--- config.mk ---
export PLATFORM = sky130hd
export DESIGN_NAME = seg_595_monitor
export DESIGN_NICKNAME = d
export VERILOG_FILES = /design/src/rtl/seg_595_monitor.sv
export SDC_FILE = /design/constraint.sdc
export NUM_CORES = 1
export LEC_CHECK = 0
export CAP_MARGIN = 20
export CORE_UTILIZATION = 25
export CTS_BUF_LIST = sky130_fd_sc_hd__clkbuf_16
export DETAILED_ROUTE_END_ITERATION = 7
export PLACE_DENSITY = 0.5
export SYNTH_ARGS = -nofsm -noshare
export SYNTH_HDL_FRONTEND = slang
export SYNTH_SLANG_ARGS = --single-unit
--- constraint.sdc ---
create_clock -name sys_clk -period 5.9 [get_ports sys_clk]
set_input_delay 1.18 -clock sys_clk [delete_from_list [all_inputs] [get_ports sys_clk]]
set_output_delay 1.18 -clock sys_clk [all_outputs]
set_load 0.005 [all_outputs]
--- src/rtl/seg_595_monitor.sv ---
// ---------------------------------------------------------------------------
// seg_595_monitor
//
// Receive-side checker for a 74HC595 dynamic-scan display driver. It samples
// the four serial pins on sys_clk, rebuilds each 14-bit scan word
// ({seg[7:0], sel[5:0]}, both active-low), and decodes the segment pattern
// back to a 4-bit digit code. Once all six digit positions have been seen,
// it publishes the assembled frame together with its decimal points.
//
// Parameters
//   SYNC_STAGES   : synchroniser depth on every pin input (2 or more)
//   FRAME_TIMEOUT : sys_clk cycles without a latch before stale asserts
//
// Ports
//   sys_clk     : system clock
//   sys_rst_n   : asynchronous active-low reset
//   shcp        : 595 shift clock pin (asynchronous, sampled)
//   ds          : 595 serial data pin (asynchronous, sampled)
//   stcp        : 595 storage latch pin (asynchronous, sampled)
//   oe          : 595 output enable pin, active-low (asynchronous, sampled)
//   digits      : last complete frame, digit i at [4i+3:4i]
//   dp          : last complete frame decimal points, 1 = lit
//   frame_valid : 1-cycle pulse when digits/dp update
//   disp_on     : synchronised, registered ~oe
//   len_err     : 1-cycle pulse, latch seen with bit count != 14
//   sel_err     : 1-cycle pulse, latched select not exactly one digit
//   code_err    : 1-cycle pulse, segment pattern not in the decode table
//   stale       : no latch for FRAME_TIMEOUT cycles
// ---------------------------------------------------------------------------
module seg_595_monitor #(
  parameter int SYNC_STAGES   = 2,
  parameter int FRAME_TIMEOUT = 50_000
) (
  input  logic        sys_clk,
  input  logic        sys_rst_n,
  input  logic        shcp,
  input  logic        ds,
  input  logic        stcp,
  input  logic        oe,
  output logic [23:0] digits,
  output logic [5:0]  dp,
  output logic        frame_valid,
  output logic        disp_on,
  output logic        len_err,
  output logic        sel_err,
  output logic        code_err,
  output logic        stale
);

  // Counter wide enough to hold FRAME_TIMEOUT itself.
  localparam int TW = (FRAME_TIMEOUT < 2) ? 1 : $clog2(FRAME_TIMEOUT + 1);
  localparam logic [TW-1:0] TMO_MAX = TW'(FRAME_TIMEOUT);

  // Pin bit positions inside the synchroniser vector.
  localparam int P_SHCP = 0;
  localparam int P_DS   = 1;
  localparam int P_STCP = 2;
  localparam int P_OE   = 3;

  // -------------------------------------------------------------------------
  // Input synchronisers: all four pins travel together through the chain so
  // ds stays aligned with the shcp edge that samples it.
  // -------------------------------------------------------------------------
  logic [3:0]                  pins_raw;
  logic [SYNC_STAGES-1:0][3:0] sync_q, sync_d;
  logic [3:0]                  pins_s;
  logic [1:0]                  edge_prev_q, edge_prev_d;   // {stcp, shcp}

  assign pins_raw = {oe, stcp, ds, shcp};
  assign pins_s   = sync_q[SYNC_STAGES-1];

  always_comb begin
    sync_d    = sync_q;
    sync_d[0] = pins_raw;
    for (int k = 1; k < SYNC_STAGES; k++) begin
      sync_d[k] = sync_q[k-1];
    end
    edge_prev_d = {pins_s[P_STCP], pins_s[P_SHCP]};
  end

  always_ff @(posedge sys_clk or negedge sys_rst_n) begin
    if (!sys_rst_n) begin
      sync_q      <= '0;
      edge_prev_q <= '0;
    end else begin
      sync_q      <= sync_d;
      edge_prev_q <= edge_prev_d;
    end
  end

  logic shcp_rise, stcp_rise, ds_s, oe_s;
  assign shcp_rise = pins_s[P_SHCP] & ~edge_prev_q[0];
  assign stcp_rise = pins_s[P_STCP] & ~edge_prev_q[1];
  assign ds_s      = pins_s[P_DS];
  assign oe_s      = pins_s[P_OE];

  // -------------------------------------------------------------------------
  // Deserialiser and latch capture
  // -------------------------------------------------------------------------
  logic [13:0] sr_q, sr_d;
  logic [3:0]  bit_cnt_q, bit_cnt_d;
  logic [13:0] word_q, word_d;
  logic        cap_vld_q, cap_vld_d;
  logic        len_err_q, len_err_d;

  always_comb begin
    sr_d      = sr_q;
    bit_cnt_d = bit_cnt_q;
    word_d    = word_q;
    cap_vld_d = 1'b0;
    len_err_d = 1'b0;

    // The latch always sees the register contents from before any shift in
    // the same cycle, exactly like the real 595 storage register.
    if (stcp_rise) begin
      word_d    = sr_q;
      cap_vld_d = 1'b1;
      len_err_d = (bit_cnt_q != 4'd14);
      bit_cnt_d = 4'd0;
    end

    if (shcp_rise) begin
      sr_d = {sr_q[12:0], ds_s};
      if (stcp_rise) begin
        // This bit is the first of the next word.
        bit_cnt_d = 4'd1;
      end else if (bit_cnt_q != 4'd15) begin
        bit_cnt_d = bit_cnt_q + 4'd1;
      end
    end
  end

  always_ff @(posedge sys_clk or negedge sys_rst_n) begin
    if (!sys_rst_n) begin
      sr_q      <= '0;
      bit_cnt_q <= '0;
      word_q    <= '0;
      cap_vld_q <= 1'b0;
      len_err_q <= 1'b0;
    end else begin
      sr_q      <= sr_d;
      bit_cnt_q <= bit_cnt_d;
      word_q    <= word_d;
      cap_vld_q <= cap_vld_d;
      len_err_q <= len_err_d;
    end
  end

  // -------------------------------------------------------------------------
  // Segment / select decode of the captured word
  // -------------------------------------------------------------------------
  logic [7:0] seg_w;
  logic [5:0] sel_w;
  logic [5:0] sel_hot;
  logic       sel_ok;
  logic [3:0] dec_code;
  logic       dec_known;

  assign seg_w   = word_q[13:6];
  assign sel_w   = word_q[5:0];
  assign sel_hot = ~sel_w;
  // Exactly one bit set: non-zero and clearing the lowest set bit leaves 0.
  assign sel_ok  = (sel_hot != 6'd0) && ((sel_hot & (sel_hot - 6'd1)) == 6'd0);

  // seg[7] is the decimal point and is decoded separately.
  always_comb begin
    dec_known = 1'b1;
    dec_code  = 4'hF;
    case (seg_w[6:0])
      7'h40:   dec_code = 4'h0;
      7'h79:   dec_code = 4'h1;
      7'h24:   dec_code = 4'h2;
      7'h30:   dec_code = 4'h3;
      7'h19:   dec_code = 4'h4;
      7'h12:   dec_code = 4'h5;
      7'h02:   dec_code = 4'h6;
      7'h78:   dec_code = 4'h7;
      7'h00:   dec_code = 4'h8;
      7'h10:   dec_code = 4'h9;
      7'h3F:   dec_code = 4'hA;   // minus sign
      7'h7F:   dec_code = 4'hF;   // blank digit
      default: begin
        dec_code  = 4'hF;
        dec_known = 1'b0;
      end
    endcase
  end

  // -------------------------------------------------------------------------
  // Frame assembly
  // -------------------------------------------------------------------------
  logic [23:0] work_q, work_d;
  logic [5:0]  work_dp_q, work_dp_d;
  logic [5:0]  seen_q, seen_d;
  logic [5:0]  seen_upd;
  logic [23:0] digits_q, digits_d;
  logic [5:0]  dp_q, dp_d;
  logic        frame_valid_q, frame_valid_d;
  logic        sel_err_q, sel_err_d;
  logic        code_err_q, code_err_d;

  always_comb begin
    work_d        = work_q;
    work_dp_d     = work_dp_q;
    seen_d        = seen_q;
    seen_upd      = seen_q;
    digits_d      = digits_q;
    dp_d          = dp_q;
    frame_valid_d = 1'b0;
    sel_err_d     = 1'b0;
    code_err_d    = 1'b0;

    if (cap_vld_q) begin
      // Pattern and select errors are independent and may both fire.
      code_err_d = ~dec_known;
      sel_err_d  = ~sel_ok;

      if (sel_ok) begin
        for (int i = 0; i < 6; i++) begin
          if (sel_hot[i]) begin
            work_d[4*i +: 4] = dec_code;
            work_dp_d[i]     = ~seg_w[7];
          end
        end
        seen_upd = seen_q | sel_hot;

        // Publish including the digit being written this cycle.
        if (seen_upd == 6'h3F) begin
          digits_d      = work_d;
          dp_d          = work_dp_d;
          frame_valid_d = 1'b1;
          seen_d        = 6'd0;
        end else begin
          seen_d = seen_upd;
        end
      end
    end
  end

  always_ff @(posedge sys_clk or negedge sys_rst_n) begin
    if (!sys_rst_n) begin
      work_q        <= 24'hFFFFFF;
      work_dp_q     <= '0;
      seen_q        <= '0;
      digits_q      <= 24'hFFFFFF;
      dp_q          <= '0;
      frame_valid_q <= 1'b0;
      sel_err_q     <= 1'b0;
      code_err_q    <= 1'b0;
    end else begin
      work_q        <= work_d;
      work_dp_q     <= work_dp_d;
      seen_q        <= seen_d;
      digits_q      <= digits_d;
      dp_q          <= dp_d;
      frame_valid_q <= frame_valid_d;
      sel_err_q     <= sel_err_d;
      code_err_q    <= code_err_d;
    end
  end

  // -------------------------------------------------------------------------
  // Display enable and latch timeout
  // -------------------------------------------------------------------------
  logic          disp_on_q, disp_on_d;
  logic [TW-1:0] tmo_q, tmo_d;

  always_comb begin
    disp_on_d = ~oe_s;
    if (stcp_rise) begin
      tmo_d = '0;
    end else if (tmo_q == TMO_MAX) begin
      tmo_d = tmo_q;
    end else begin
      tmo_d = tmo_q + 1'b1;
    end
  end

  always_ff @(posedge sys_clk or negedge sys_rst_n) begin
    if (!sys_rst_n) begin
      disp_on_q <= 1'b0;
      tmo_q     <= '0;
    end else begin
      disp_on_q <= disp_on_d;
      tmo_q     <= tmo_d;
    end
  end

  assign digits      = digits_q;
  assign dp          = dp_q;
  assign frame_valid = frame_valid_q;
  assign disp_on     = disp_on_q;
  assign len_err     = len_err_q;
  assign sel_err     = sel_err_q;
  assign code_err    = code_err_q;
  assign stale       = (tmo_q == TMO_MAX);

endmodule
# Word level (Yosys, flattened, before mapping)
# Cells that the tools add are included.
# word_totals
n_memories	0
latchBits	0
mem_bits_rw	0
register_bits	130
inputBits	6
rom_bits	0
# classes
n_div	0
magnitude_cmp	0
addsub	3
n_mux	28
n_shift	0
mul	0
bitwise	11
reduce_logical	7
n_eq_ne	16
# op_table
cell	n
case mux 4 bit (11 select lines)	1
two-way mux 4 bit	10
two-way mux 16 bit	2
equality test 7 bit, second input constant	4
equality test 7 x 5 -> 1 bit, second input constant	3
equality test 7 x 6 -> 1 bit, second input constant	3
adder 16 x 1 -> 16 bit, second input constant	1
equality test 16 bit, second input constant	1
two-way mux 1 bit	14
OR reduction 12 bit	1
inequality test 4 bit, second input constant	2
equality test 7 x 2 -> 1 bit, second input constant	1
logical NOT 7 bit	1
bitwise AND 6 bit	1
equality test 6 bit, second input constant	1
logical NOT 6 bit	1
two-way mux 6 bit	1
inverter 1 bit	6
inverter 6 bit	1
OR 6 bit	1
nonzero test 6 bit	1
subtractor 6 x 1 -> 6 bit, second input constant	1
adder 4 x 1 -> 4 bit, second input constant	1
AND reduction 3 bit	1
other kinds (4)	5

# Logic depth before layout (Yosys ltp)
# depth
depth_word	7
depth_mapped	10

# Worst setup path after synthesis
# Ideal clock, no wire load.
# synth_path
path_kind	flip-flop to output port
start	register tmo_q[11]
end	output port stale
t_required_ns	4.720
path_slack_ns	3.715
stages_incl_launch_ff	4
path_buffers	0
t_arrival_ns	1.005
path_cell_list	dfrtp_1 nor4b_1 nand4_1 inv_1
# synth_between
elab_chain_len	1
# synth_lines
item	line	text
start: declaration	266	logic [TW-1:0] tmo_q, tmo_d;
start signal: assignment	285	tmo_q <= tmo_d;
equality test 16 bit	296	assign stale = (tmo_q == TMO_MAX);
end: declaration	47	output logic stale
# Every way passes these cells.

# Final worst setup path
# layout_path
start	register word_q[3]
end	register dp_q[0], in the netlist dp[0]
# layout_between
elab_chain_len	6
elab_cells_between_ends	9
classes_between	add/sub: 1; eq/ne: 1; bitwise: 3; reduce/logical: 4
# layout_lines
item	line	text
start: declaration	102	logic [13:0] word_q, word_d;
start signal: assignment	143	word_q <= word_d;
inverter 6 bit (*)	161	assign sel_hot = ~sel_w;
subtractor 6 x 1 -> 6 bit	163	assign sel_ok = (sel_hot != 6'd0) && ((sel_hot & (sel_hot - 6'd1)) == 6'd0);
bitwise AND 6 bit	163	
logical NOT 6 bit	163	
logical AND 1 bit	163	
AND reduction 3 bit (no line) (*)	-	
end signal: assignment	255	dp_q <= dp_d;
end: declaration	197	logic [5:0] dp_q, dp_d;
# Mark *: on every way between the ends. The rest lies on a longest branch, timed or not.
# A chain may end at the register's enable or synchronous reset.

==> qor.txt <==
Kind of critical path: reg -> reg
CP required: 6.20 ns
Vias: 4350
FP Rows: 55
CP endpoint kind: register
Final Critical Period: 3.295 ns
Hold-fix buffer count after cts: 0
Die width: 155.9 um
Leak Pwr: 3.009 nW
Final Setup Violations: 0
Post-CTS Setup Bufs: 0
PwrDens: 332.6 mW/mm^2
Clock Skews: 0.009449 ns
Status: complete, no violations
Ys flop type: dfrtp_1
Pre-CTS setup slack: 2.701 ns
Worst-path clk slew: 0.06 ns
Max VDD drop: 0.1885 mV
Share of layout cells above drive strength 1: 0.1984
Mapped Cells: 575
Placed cells: 899
Post-synth ARST share: 1.000
Final hold violations: 0
Max Root-Sink Buffers: 2
Reg2reg setup slack: 2.60 ns
Max-Cap Viols: 0
Type of origin of the critical path: register
Dpl hpwl: 9.327 mm
GR Overflow Total: 0
WL final: 14.12 mm
RSZ-0062 raised after global routing: false
WL/cell: 15.14 um
Final Max Slew Viols: 0
Root Driver: clkbuf_16
# DRC: 0
Placer Congestion: 0.8497
Num ports: 42
Layout area overhead: 20.20%
Mean post-synth cell area: 10.30 um^2
Max Freq: 303.5 MHz
Synth warn: 0
Slew margin rel.: 0.3885
Worst slew pin tran: 0.9097 ns
First-pass GRT wire length: 23.48 mm
Sequential area share after synthesis: 0.5596
Hold Path Class: reg -> reg
Final setup margin: 2.605 ns
Die Area: 0.02430 mm^2
Core box area: 0.02292 mm^2
Syn_nets: 585
Num CTS Buffers: 17
Tot GR Track Use: 0.1258
Critical path, cell by cell: and3_1, nand4_1, nand4_2, nand2_1, inv_2, mux2_2
Hold Path End: pins_s[3]
R2R depth: 6
Hold_sp: sync_d[7]
Initial DRC Count: 252
Clk Latency, worst-skew pair: 0.43 ns
Layout Nets: 617
Area of placed instances: 0.006585 mm^2
Hold depth: 0
Vias per cell: 4.662
Post-synth EDFFs: 0
Fin Setup TNS: 0 ns
CTS sink cnt: 130
N_diodes: 0
Layout fillers: 2340
CP max stage cell: nand4_2
Initial antenna violation count: 0
H-Tree Level Count: 4
Largest net degree at the start of global routing: 54
CTS tree: built
Hold WS: 0.3465 ns
Synth unique cells: 59
CP max FO: 25
Initial core utilization: 0.2584
Die Y: 155.9 um
Synthesized cell area: 0.005921 mm^2
Max incr delay on CP: 0.66 ns
Cts repair resizes: 0
Reg2reg start: word_q[3]
Post-synthesis register bit count: 130
Design Area, Final: 0.007117 mm^2
Non-Filler Instances: 933
Count of input and output buffers: 41
CP arrival: 3.60 ns
Vias in the first global route: 4331
Crit share post-route: 0.5585
DRT Pass-1 Iters: 4
FF-to-FF End: dp[0]
Final antenna-violating net count: 0
==> critical path, delay by kind of cell, from the launching register on <==
kind,cells,cell delay (ns)
AND/OR/NAND/NOR,4,1.71
flip-flops,1,0.63
buffers and inverters,1,0.41
multiplexers,1,0.39
==> placed cells by master (no fill, tap or decap), types with 5 or more instances in the layout <==
cell type,count
xnor2_1,6
xor2_1,6
o31ai_1,8
a211o_1,10
or3_1,5
nor2_1,22
clkinv_1,6
nand4_1,10
dfrtp_1,82
clkdlybuf4s50_1,40
buf_4,5
inv_1,22
mux2_2,21
a21boi_0,12
mux2_4,5
a31oi_1,14
nand3_1,23
a21oi_1,22
dfstp_2,48
nand2_1,116
nor3_1,24
clkbuf_16,17
o21ai_0,24
==> report_power, final <==
part | internal [mW] | leakage, nW | switching [mW]
clock | 0.516 | 0.260 | 0.381
combinational | 0.131 | 1.16 | 0.278
sequential | 0.963 | 1.59 | 0.0974
total | 1.61 | 3.01 | 0.756
==> metrics by stage <==
step | util | power [mW]
2_1_floorplan | - | 1.342
3_3_place_gp | 0.2874 | 1.474
3_5_place_dp | 0.2874 | 1.481
4_1_cts | 0.3089 | 2.387
5_1_grt | 0.3106 | 2.490
6_report | 0.3106 | 2.367
==> Yosys cell counts (all sizes together) (4+ instances only) <==
cell | n | area [um^2]
nor2 | 25 | 116.4
o21ai | 24 | 120.1
nand3 | 23 | 115.1
inv | 18 | 67.57
dfstp | 48 | 1261
xor2 | 6 | 52.55
clkbuf | 19 | 71.32
or3 | 5 | 31.28
nor4 | 4 | 31.28
o22ai | 4 | 31.28
mux2 | 26 | 311.5
buf | 15 | 98.84
o31ai | 8 | 60.06
nor3 | 27 | 145.1
a21boi | 12 | 90.09
a211o | 13 | 117.6
a31oi | 14 | 87.58
dfrtp | 82 | 2052
a21oi | 22 | 110.1
xnor2 | 6 | 52.55
ha | 4 | 50.05
o21a | 4 | 30.03
nand2 | 117 | 441.7
nand4 | 11 | 75.07
==> logic make-up after synthesis <==
logic type                 Yosys count  share of synthesized area
AOI/OAI and AO/OA                  112                     0.1255
xor gates and xnor gates            12                    0.01775
and+or+nand+nor                    235                     0.1913
muxes                               28                    0.05600
adders and majority gates            4                   0.008453
buffers and inverters               54                    0.04142
DFF                                130                     0.5596
==> how the worst max path moves through the flow <==
stage | slack (ns) | end | cells after the start | startpoint
2_1_floorplan | 3.71 | stale | 3 | tmo_q[11]
3_3_place_gp | 2.81 | dp[5] | 6 | word_q[5]
3_5_place_dp | 2.70 | dp[0] | 6 | word_q[5]
4_1_cts | 2.65 | stale | 4 | tmo_q[13]
5_1_grt | 2.36 | dp[0] | 6 | word_q[4]
6_report | 2.60 | dp[0] | 6 | word_q[3]
==> registers in the layout (all words and copies together), names as in the netlist, 2 cells and up <==
register / count
bit_cnt_q: 4
digits: 24
dp: 6
edge_prev_q: 2
pins_s: 4
seen_q: 6
sr_q: 14
sync_d: 4
tmo_q: 16
word_q: 14
work_dp_q: 6
work_q: 24
==> area by class of cell <==
type                       instances  area [um^2]  area share
tap                              313        391.6     0.05503
clock buffer                      17        425.4     0.05977
clock inverter                    15        67.56    0.009494
sequential                       130         3313      0.4655
timing repair buffer              47        476.7     0.06698
multi-input combinational        391         2367      0.3326
inverter                          20        75.07     0.01055
==> routing by layer <==
metal / global-route usage / vias up / wire (um)
met5: 0 / - / 0
met4: 0.04762 / 0 / 163
met3: 0.03167 / 12 / 569
met2: 0.1875 / 97 / 6480
met1: 0.1743 / 2160 / 6909
li1: - / 2081 / -
(Power assumes the default switching activity.)
